==> src/rtl/mem_port_arbiter.sv <==
// mem_port_arbiter: shares one single-ported memory between the instruction
// fetch port and the load/store data port. One transaction at a time:
// IDLE (arbitrate) -> BUSY (mem_req held until mem_ack) -> RESP (one-cycle ack).
// Data has priority over fetch. Optional fetch starvation guard is enabled by
// defining MEM_ARB_STARVE_GUARD_EN; the default build has strict data priority.
module mem_port_arbiter #(
    parameter int ADDR_W     = 32,
    parameter int DATA_W     = 32,
    parameter int STARVE_MAX = 4
) (
    input  logic              clk,
    input  logic              rst_n,
    input  logic              if_req,
    input  logic [ADDR_W-1:0] if_addr,
    output logic [DATA_W-1:0] if_rdata,
    output logic              if_ack,
    input  logic              d_req,
    input  logic              d_we,
    input  logic [ADDR_W-1:0] d_addr,
    input  logic [DATA_W-1:0] d_wdata,
    output logic [DATA_W-1:0] d_rdata,
    output logic              d_ack,
    output logic              mem_req,
    output logic              mem_we,
    output logic [ADDR_W-1:0] mem_addr,
    output logic [DATA_W-1:0] mem_wdata,
    input  logic [DATA_W-1:0] mem_rdata,
    input  logic              mem_ack
);

    typedef enum logic [1:0] {ST_IDLE, ST_BUSY, ST_RESP} state_t;
    typedef enum logic [1:0] {OWN_NONE, OWN_IF, OWN_D} owner_t;

    state_t              state_q, state_d;
    owner_t              owner_q, owner_d;
    logic                mem_req_q, mem_req_d;
    logic                mem_we_q, mem_we_d;
    logic [ADDR_W-1:0]   mem_addr_q, mem_addr_d;
    logic [DATA_W-1:0]   mem_wdata_q, mem_wdata_d;
    logic [DATA_W-1:0]   if_rdata_q, if_rdata_d;
    logic [DATA_W-1:0]   d_rdata_q, d_rdata_d;
    logic                if_ack_q, if_ack_d;
    logic                d_ack_q, d_ack_d;
    logic                pick_data;

`ifdef MEM_ARB_STARVE_GUARD_EN
    localparam logic [3:0] STARVE_LIM = 4'(STARVE_MAX);

    logic [3:0] starve_q, starve_d;
    logic       starve_hit;

    // Fetch overrides data once it has been bypassed STARVE_MAX times in a row
    assign starve_hit = d_req && if_req && (starve_q == STARVE_LIM);
    assign pick_data  = d_req && !starve_hit;

    // Count data grants made while a fetch is waiting; clear when fetch wins or is idle
    always_comb begin
        starve_d = starve_q;
        if (state_q == ST_IDLE) begin
            if (!if_req || !pick_data) starve_d = '0;
            else                       starve_d = starve_q + 4'd1;
        end
    end

    // Starvation counter register
    always_ff @(posedge clk or negedge rst_n) begin
        if (!rst_n) starve_q <= '0;
        else        starve_q <= starve_d;
    end
`else
    logic starve_unused;
    assign starve_unused = |STARVE_MAX;
    assign pick_data     = d_req;
`endif

    // Next-state and registered-output computation for the transaction FSM
    always_comb begin
        state_d     = state_q;
        owner_d     = owner_q;
        mem_req_d   = mem_req_q;
        mem_we_d    = mem_we_q;
        mem_addr_d  = mem_addr_q;
        mem_wdata_d = mem_wdata_q;
        if_rdata_d  = if_rdata_q;
        d_rdata_d   = d_rdata_q;
        if_ack_d    = 1'b0;
        d_ack_d     = 1'b0;
        case (state_q)
            ST_IDLE: begin
                if (d_req || if_req) begin
                    state_d   = ST_BUSY;
                    mem_req_d = 1'b1;
                    if (pick_data) begin
                        owner_d     = OWN_D;
                        mem_we_d    = d_we;
                        mem_addr_d  = d_addr;
                        mem_wdata_d = d_wdata;
                    end else begin
                        owner_d    = OWN_IF;
                        mem_we_d   = 1'b0;
                        mem_addr_d = if_addr;
                    end
                end
            end
            ST_BUSY: begin
                if (mem_ack) begin
                    state_d   = ST_RESP;
                    mem_req_d = 1'b0;
                    if (owner_q == OWN_D) begin
                        d_rdata_d = mem_rdata;
                        d_ack_d   = 1'b1;
                    end else if (owner_q == OWN_IF) begin
                        if_rdata_d = mem_rdata;
                        if_ack_d   = 1'b1;
                    end
                end
            end
            ST_RESP: begin
                // No arbitration here: the retiring request may still be high
                state_d = ST_IDLE;
                owner_d = OWN_NONE;
            end
            default: begin
                state_d   = ST_IDLE;
                owner_d   = OWN_NONE;
                mem_req_d = 1'b0;
            end
        endcase
    end

    // FSM state and all registered outputs
    always_ff @(posedge clk or negedge rst_n) begin
        if (!rst_n) begin
            state_q     <= ST_IDLE;
            owner_q     <= OWN_NONE;
            mem_req_q   <= 1'b0;
            mem_we_q    <= 1'b0;
            mem_addr_q  <= '0;
            mem_wdata_q <= '0;
            if_rdata_q  <= '0;
            d_rdata_q   <= '0;
            if_ack_q    <= 1'b0;
            d_ack_q     <= 1'b0;
        end else begin
            state_q     <= state_d;
            owner_q     <= owner_d;
            mem_req_q   <= mem_req_d;
            mem_we_q    <= mem_we_d;
            mem_addr_q  <= mem_addr_d;
            mem_wdata_q <= mem_wdata_d;
            if_rdata_q  <= if_rdata_d;
            d_rdata_q   <= d_rdata_d;
            if_ack_q    <= if_ack_d;
            d_ack_q     <= d_ack_d;
        end
    end

    assign mem_req   = mem_req_q;
    assign mem_we    = mem_we_q;
    assign mem_addr  = mem_addr_q;
    assign mem_wdata = mem_wdata_q;
    assign if_rdata  = if_rdata_q;
    assign d_rdata   = d_rdata_q;
    assign if_ack    = if_ack_q;
    assign d_ack     = d_ack_q;

endmodule

==> config.mk <==
export PLATFORM = sky130hd
export DESIGN_NAME = mem_port_arbiter
export DESIGN_NICKNAME = d
export VERILOG_FILES = /design/src/rtl/mem_port_arbiter.sv
export SDC_FILE = /design/constraint.sdc
export NUM_CORES = 1
export LEC_CHECK = 0
export CAP_MARGIN = 25
export CORE_ASPECT_RATIO = 1.75
export CORE_MARGIN = 2
export CORE_UTILIZATION = 39
export CTS_BUF_LIST = sky130_fd_sc_hd__clkbuf_16
export DETAILED_ROUTE_END_ITERATION = 8
export PLACE_DENSITY = 0.76
export SETUP_SLACK_MARGIN = 0.5
export SLEW_MARGIN = 25
export SYNTH_ARGS = -nofsm -noshare
export SYNTH_HDL_FRONTEND = slang
export SYNTH_SLANG_ARGS = --single-unit
==> constraint.sdc <==
create_clock -name clk -period 4.49 [get_ports clk]
set_input_delay 0.898 -clock clk [delete_from_list [all_inputs] [get_ports clk]]
set_output_delay 0.898 -clock clk [all_outputs]
set_load 0.02 [all_outputs]
==> flow_summary.ini, run 1 <==
[floorplan]
die-area_um2 = 15000
die_w_um = 93.4
io_pins = 266
num_rows = 57
fp.dieH_um = 160
floorplan.initialDensity_pct = 39.6
core_area_um2 = 13800

[detailed_routing]
routedWlPerCell_um = 17.6
drt-initial-drc-count = 79
viasPerCell = 4.80
vias = 3820
drc = 0
drt_pre_antenna_iters = 4
postRouteAntennaNets = 0
wirelength_um = 14000

[global_routing]
grt.total_usage_pct = 19.4
grt_max_degree = 76
grt_pass1_vias = 4310
grt_pass1_wl_um = 22300
gr-total-overflow = 0
grt_antenna_before_repair = 0

[logic_synthesis]
synth_area_leaders = dfrtp_1 (62%), mux2_2 (33%), buf_4 (1.2%), nor3b_4 (0.69%), buf_2 (0.46%)
synth_fp_nets = 467
syn_area_um2 = 5460
avgSynthCellArea_um2 = 16.4
synth_top_cell_area_share_pct = 62.4
synth_top_area_cell = dfrtp_1
seq_area_frac_synth_pct = 62.4
ys_seq_elements = 136
synth_warnings = 0
syn_inst = 333
post_synth_num_cell_types = 20

[job]
cap_violations = 0

[clocking]
clk_pin_slew_worst_paths_ps = 60
postCtsSetupBuffers = 0
clock_latency_ps = 410
cts_buffers = 17
clockRootBuffer = clkbuf_16
cts_resized = 0
hold_buffers = 0
cts.sink_count = 136
cts_buffer_depth = 2
cts.htree.levels = 4
cts_tree = built

[timing]
finalSetupViolCount = 0
timing.fmax_mhz = 377
post-route-period-util_pct = 59.1
fin_crit_ps = 2650
slew_headroom_pct = 56.0
finalSetupTns_ps = 0
hold_slack_ps = 488
worst_slew_pin_slew_ps = 660
skew_ps = 6.57
hold_viol = 0
drv_slew = 0
rsz0062_at_grt = no

[power_and_ir_drop]
p_comb_share_pct = 46.2
switching_share_pct = 33.8
power_w = 0.00674
p_switching_w = 0.00228
power_frac_seq_pct = 32.2
p_int_w = 0.00446
power_leakage_nw = 3.69
power_density_nw_per_um2 = 757
ir_worst_vdd_v = 0.000395
p_clk_share_pct = 21.6

[setup_path]
arrival_ps = 2940
crit_path_start_kind = input pin
cp_data_required_time_ps = 4770
worstSetupPathType = in -> reg
end_kind = register
cp_max_fo = 35

[cells_and_area]
final_cell_mix = clkdlybuf4s50_1 (264), mux2_2 (159), dfrtp_1 (136), clkbuf_16 (17), buf_4 (7)
drive_above_1_share_pct = 32.5
nets = 741
antenna_cells = 0
syn2layout_area_growth_pct = 63.2
final_common_cell = clkdlybuf4s50_1
fin_cells = 796

[min_path]
hold_path_class = reg -> reg

[placement]
dp_hpwl_um = 10700
routabilityCongestion = 0.777
placed_cells = 765
portBuffers = 265

[run_status]
status = complete, no violations
worst paths after layout:
path	from	endpoint	slack, ps	cells past startpoint
setup / recovery	d_req	mem_wdata[14]$_DFFE_PN0P_	1840	6
hold / removal	if_rdata[4]$_DFFE_PN0P_	if_rdata[4]$_DFFE_PN0P_	490	1
setup reg to reg	state_q[1]$_DFFE_PN0P_	d_rdata[17]$_DFFE_PN0P_	2640	4
hold reg to reg	if_rdata[4]$_DFFE_PN0P_	if_rdata[4]$_DFFE_PN0P_	490	1
max in group asynchronous	rst_n	mem_addr[23]$_DFFE_PN0P_	3050	2
min in group asynchronous	rst_n	if_rdata[5]$_DFFE_PN0P_	500	1
cells by family (layout without fill, tap and decap cells):
logic type / count (synthesis) / count (layout) / share of synthesized area, %
compound gates: 7 / 7 / 0.803
flops: 136 / 136 / 62.4
simple gates: 11 / 11 / 1.77
mux: 160 / 160 / 33.0
buf+inv: 19 / 305 / 2.04
cell usage after synthesis:
library cell,n
nor2b_1,2
o21ai_0,2
nor2_1,2
mux2_1,1
nor3b_4,2
o21a_1,1
nand3b_4,1
nand2_1,2
nor3_1,1
a22o_1,1
dfrtp_1,136
o31ai_1,1
buf_1,1
nand2b_1,1
buf_4,9
a21oi_1,2
mux2_2,159
clkbuf_1,2
inv_1,2
buf_2,5
stage by stage:
stage                     util (%)  setup WS (ps)  instance area [µm²]
after floorplan                  -           2350                 5460
final                         64.7           1840                 8900
after CTS                     64.7           1840                 8900
after detailed placement      60.2           1410                 8280
after global routing          64.7           1710                 8900
after global placement        60.2           1480                 8280
registers in the layout, summed over array words and instances, names as in the netlist:
name	flops
state_q	2
if_ack	1
mem_req	1
d_rdata	32
mem_addr	32
d_ack	1
mem_we	1
owner_q	2
mem_wdata	32
if_rdata	32
metal layers:
layer	GRT usage, %	vias to the layer above	share of wire [%]
met1	19.3	1882	34
met4	9.02	0	3.5
met3	5.77	31	6.8
met2	35.8	172	56
met5	0	-	0
li1	-	1735	-
worst max-delay path, cell delays in order:
cell             delay (ps)
clkdlybuf4s50_1         450
buf_4                   370
nor2b_1                 250
nor2b_2                 170
buf_4                   380
mux2_2                  400
power groups by stage:
stage	Sequential [W]	Clock (W)	Combinational [W]
floorplan	0.00290	0	0.000840
global placement	0.00216	0	0.00308
detailed placement	0.00219	0	0.00315
CTS	0.00218	0.00150	0.00316
global route	0.00225	0.00156	0.00328
finish	0.00217	0.00146	0.00311
layout make-up:
cell class	instances	area, µm²
Clock buffer	17	425
Clock inverter	14	196
Fill cell	1007	4860
Inverter	2	7.51
Multi-Input combinational cell	178	1940
Sequential cell	136	3400
Tap cell	177	221
Timing Repair Buffer	272	2710
(Power assumes the default switching activity.)
==> run 2, diff against run 1 <==
==> constraint.sdc (replaced) <==
create_clock -name clk -period 2.7 [get_ports clk]
set_input_delay 0.54 -clock clk [delete_from_list [all_inputs] [get_ports clk]]
set_output_delay 0.54 -clock clk [all_outputs]
set_load 0.02 [all_outputs]
==> flow_summary.ini, run 2 (same netlist as run 1, synthesis figures left out) <==
[run_status]
status = complete, no violations

[setup_path]
crit_path_start_kind = register
worstSetupPathType = reg -> out
rrSetupSlack_ps = 1040
timing.rr.start = state_q[1]$_DFFE_PN0P_
crit_path_cell_trace = clkdlybuf4s50_1
cp.depth = 1
crit_path_start = if_rdata[22]$_DFFE_PN0P_
reg2reg_to = d_rdata[18]$_DFFE_PN0P_
cp.buffers_inverters = 1
crit_family = buffers and inverters
cp_max_fo = 2
critPathSlowestCell = clkdlybuf4s50_1
endpoint = if_rdata[22]
cp_slowest_stage_delay_ps = 650
end_kind = primary output
cp_data_required_time_ps = 2160
r2r_cells = 4
arrival_ps = 1390

[floorplan]
num_rows = 57
io_pins = 266
floorplan.initialDensity_pct = 39.6
fp.dieH_um = 160
core_area_um2 = 13800
die_w_um = 93.4
die-area_um2 = 15000

[timing]
timing.fmax_mhz = 517
finalSetupTns_ps = 0
rsz0062_at_grt = no
hold_viol = 0
skew_ps = 10.2
slew_headroom_pct = 69.9
worst_slew_pin_slew_ps = 452
finalSetupViolCount = 0
post-route-period-util_pct = 71.6
fin_crit_ps = 1930
drv_slew = 0

[global_routing]
grt_max_degree = 54
gr-total-overflow = 0
grt_antenna_before_repair = 0
grt_pass1_vias = 4405
grt_pass1_wl_um = 22600
grt.total_usage_pct = 19.6

[clocking]
cts.sink_count = 136
cts.htree.levels = 4
clockRootBuffer = clkbuf_16
cts_tree = built
cts_buffer_depth = 2
hold_buffers = 0
clk_pin_slew_worst_paths_ps = 60
clock_latency_ps = 400
postCtsSetupBuffers = 0
cts_buffers = 17
cts_resized = 0

[detailed_routing]
drt-initial-drc-count = 94
vias = 3829
drc = 0
wirelength_um = 14400
drt_pre_antenna_iters = 4
postRouteAntennaNets = 0
viasPerCell = 4.80
routedWlPerCell_um = 18.1

[cells_and_area]
antenna_cells = 0
final_common_cell = clkdlybuf4s50_1
final_cell_mix = clkdlybuf4s50_1 (264), mux2_2 (159), dfrtp_1 (136), clkbuf_16 (17), inv_6 (5)
drive_above_1_share_pct = 32.4
syn2layout_area_growth_pct = 63.8
post-route-util_pct = 64.9
nets = 742

[placement]
portBuffers = 265
routabilityCongestion = 0.791
dp_hpwl_um = 10800

[power_and_ir_drop]
p_switching_w = 0.00380
power_leakage_nw = 3.69
p_comb_share_pct = 46.7
p_int_w = 0.00736
p_clk_share_pct = 21.0
power_frac_seq_pct = 32.3
ir_worst_vdd_v = 0.000578
switching_share_pct = 34.0
power_density_nw_per_um2 = 1250

[min_path]
hold_path_class = in -> async

[job]
cap_violations = 0
[run 2: layer usage]
| layer | GRT usage [%] | share of wire (%) |
|---|---|---|
| met4 | 8.49 | 2.9 |
| met3 | 5.72 | 6.3 |
| met1 | 19.6 | 34 |
| met2 | 36.7 | 57 |
| met5 | 0 | 0 |
[run 2: area by class of cell]
| cell class | count | area [µm²] |
|---|---|---|
| inverters | 2 | 7.51 |
| well taps | 177 | 221 |
| clock buffers | 17 | 425 |
| fillers | 1019 | 4830 |
| clock inverters | 14 | 173 |
| repair buffers | 273 | 2760 |
| flip-flops and latches | 136 | 3400 |
| multi-input cells | 178 | 1940 |
[run 2: worst min path at each step]
stage	endpoint	cells past startpoint
2_1_floorplan	d_ack$_DFF_PN0_	0
3_3_place_gp	mem_req$_DFFE_PN0P_	2
3_5_place_dp	mem_req$_DFFE_PN0P_	2
4_1_cts	d_rdata[11]$_DFFE_PN0P_	1
5_1_grt	d_ack$_DFF_PN0_	1
6_report	if_rdata[5]$_DFFE_PN0P_	1
[run 2: power by group through the flow]
stage / combinational, W / sequential, W / clock [W]
global route: 0.00547 / 0.00373 / 0.00250
finish: 0.00521 / 0.00360 / 0.00234
CTS: 0.00528 / 0.00361 / 0.00241
floorplan: 0.00140 / 0.00482 / 0
global placement: 0.00516 / 0.00358 / 0
detailed placement: 0.00526 / 0.00364 / 0
[run 2: per-stage QoR]
stage	power [W]	cells	setup slack (ps)	area [µm²]	hold slack (ps)
4_1_cts	0.0113	797	739	8940	70.6
3_3_place_gp	0.00874	766	477	8340	467
3_5_place_dp	0.00890	766	449	8340	477
2_1_floorplan	0.00621	333	922	5460	244
6_report	0.0112	797	767	8940	75.3
5_1_grt	0.0117	797	696	8940	85.3
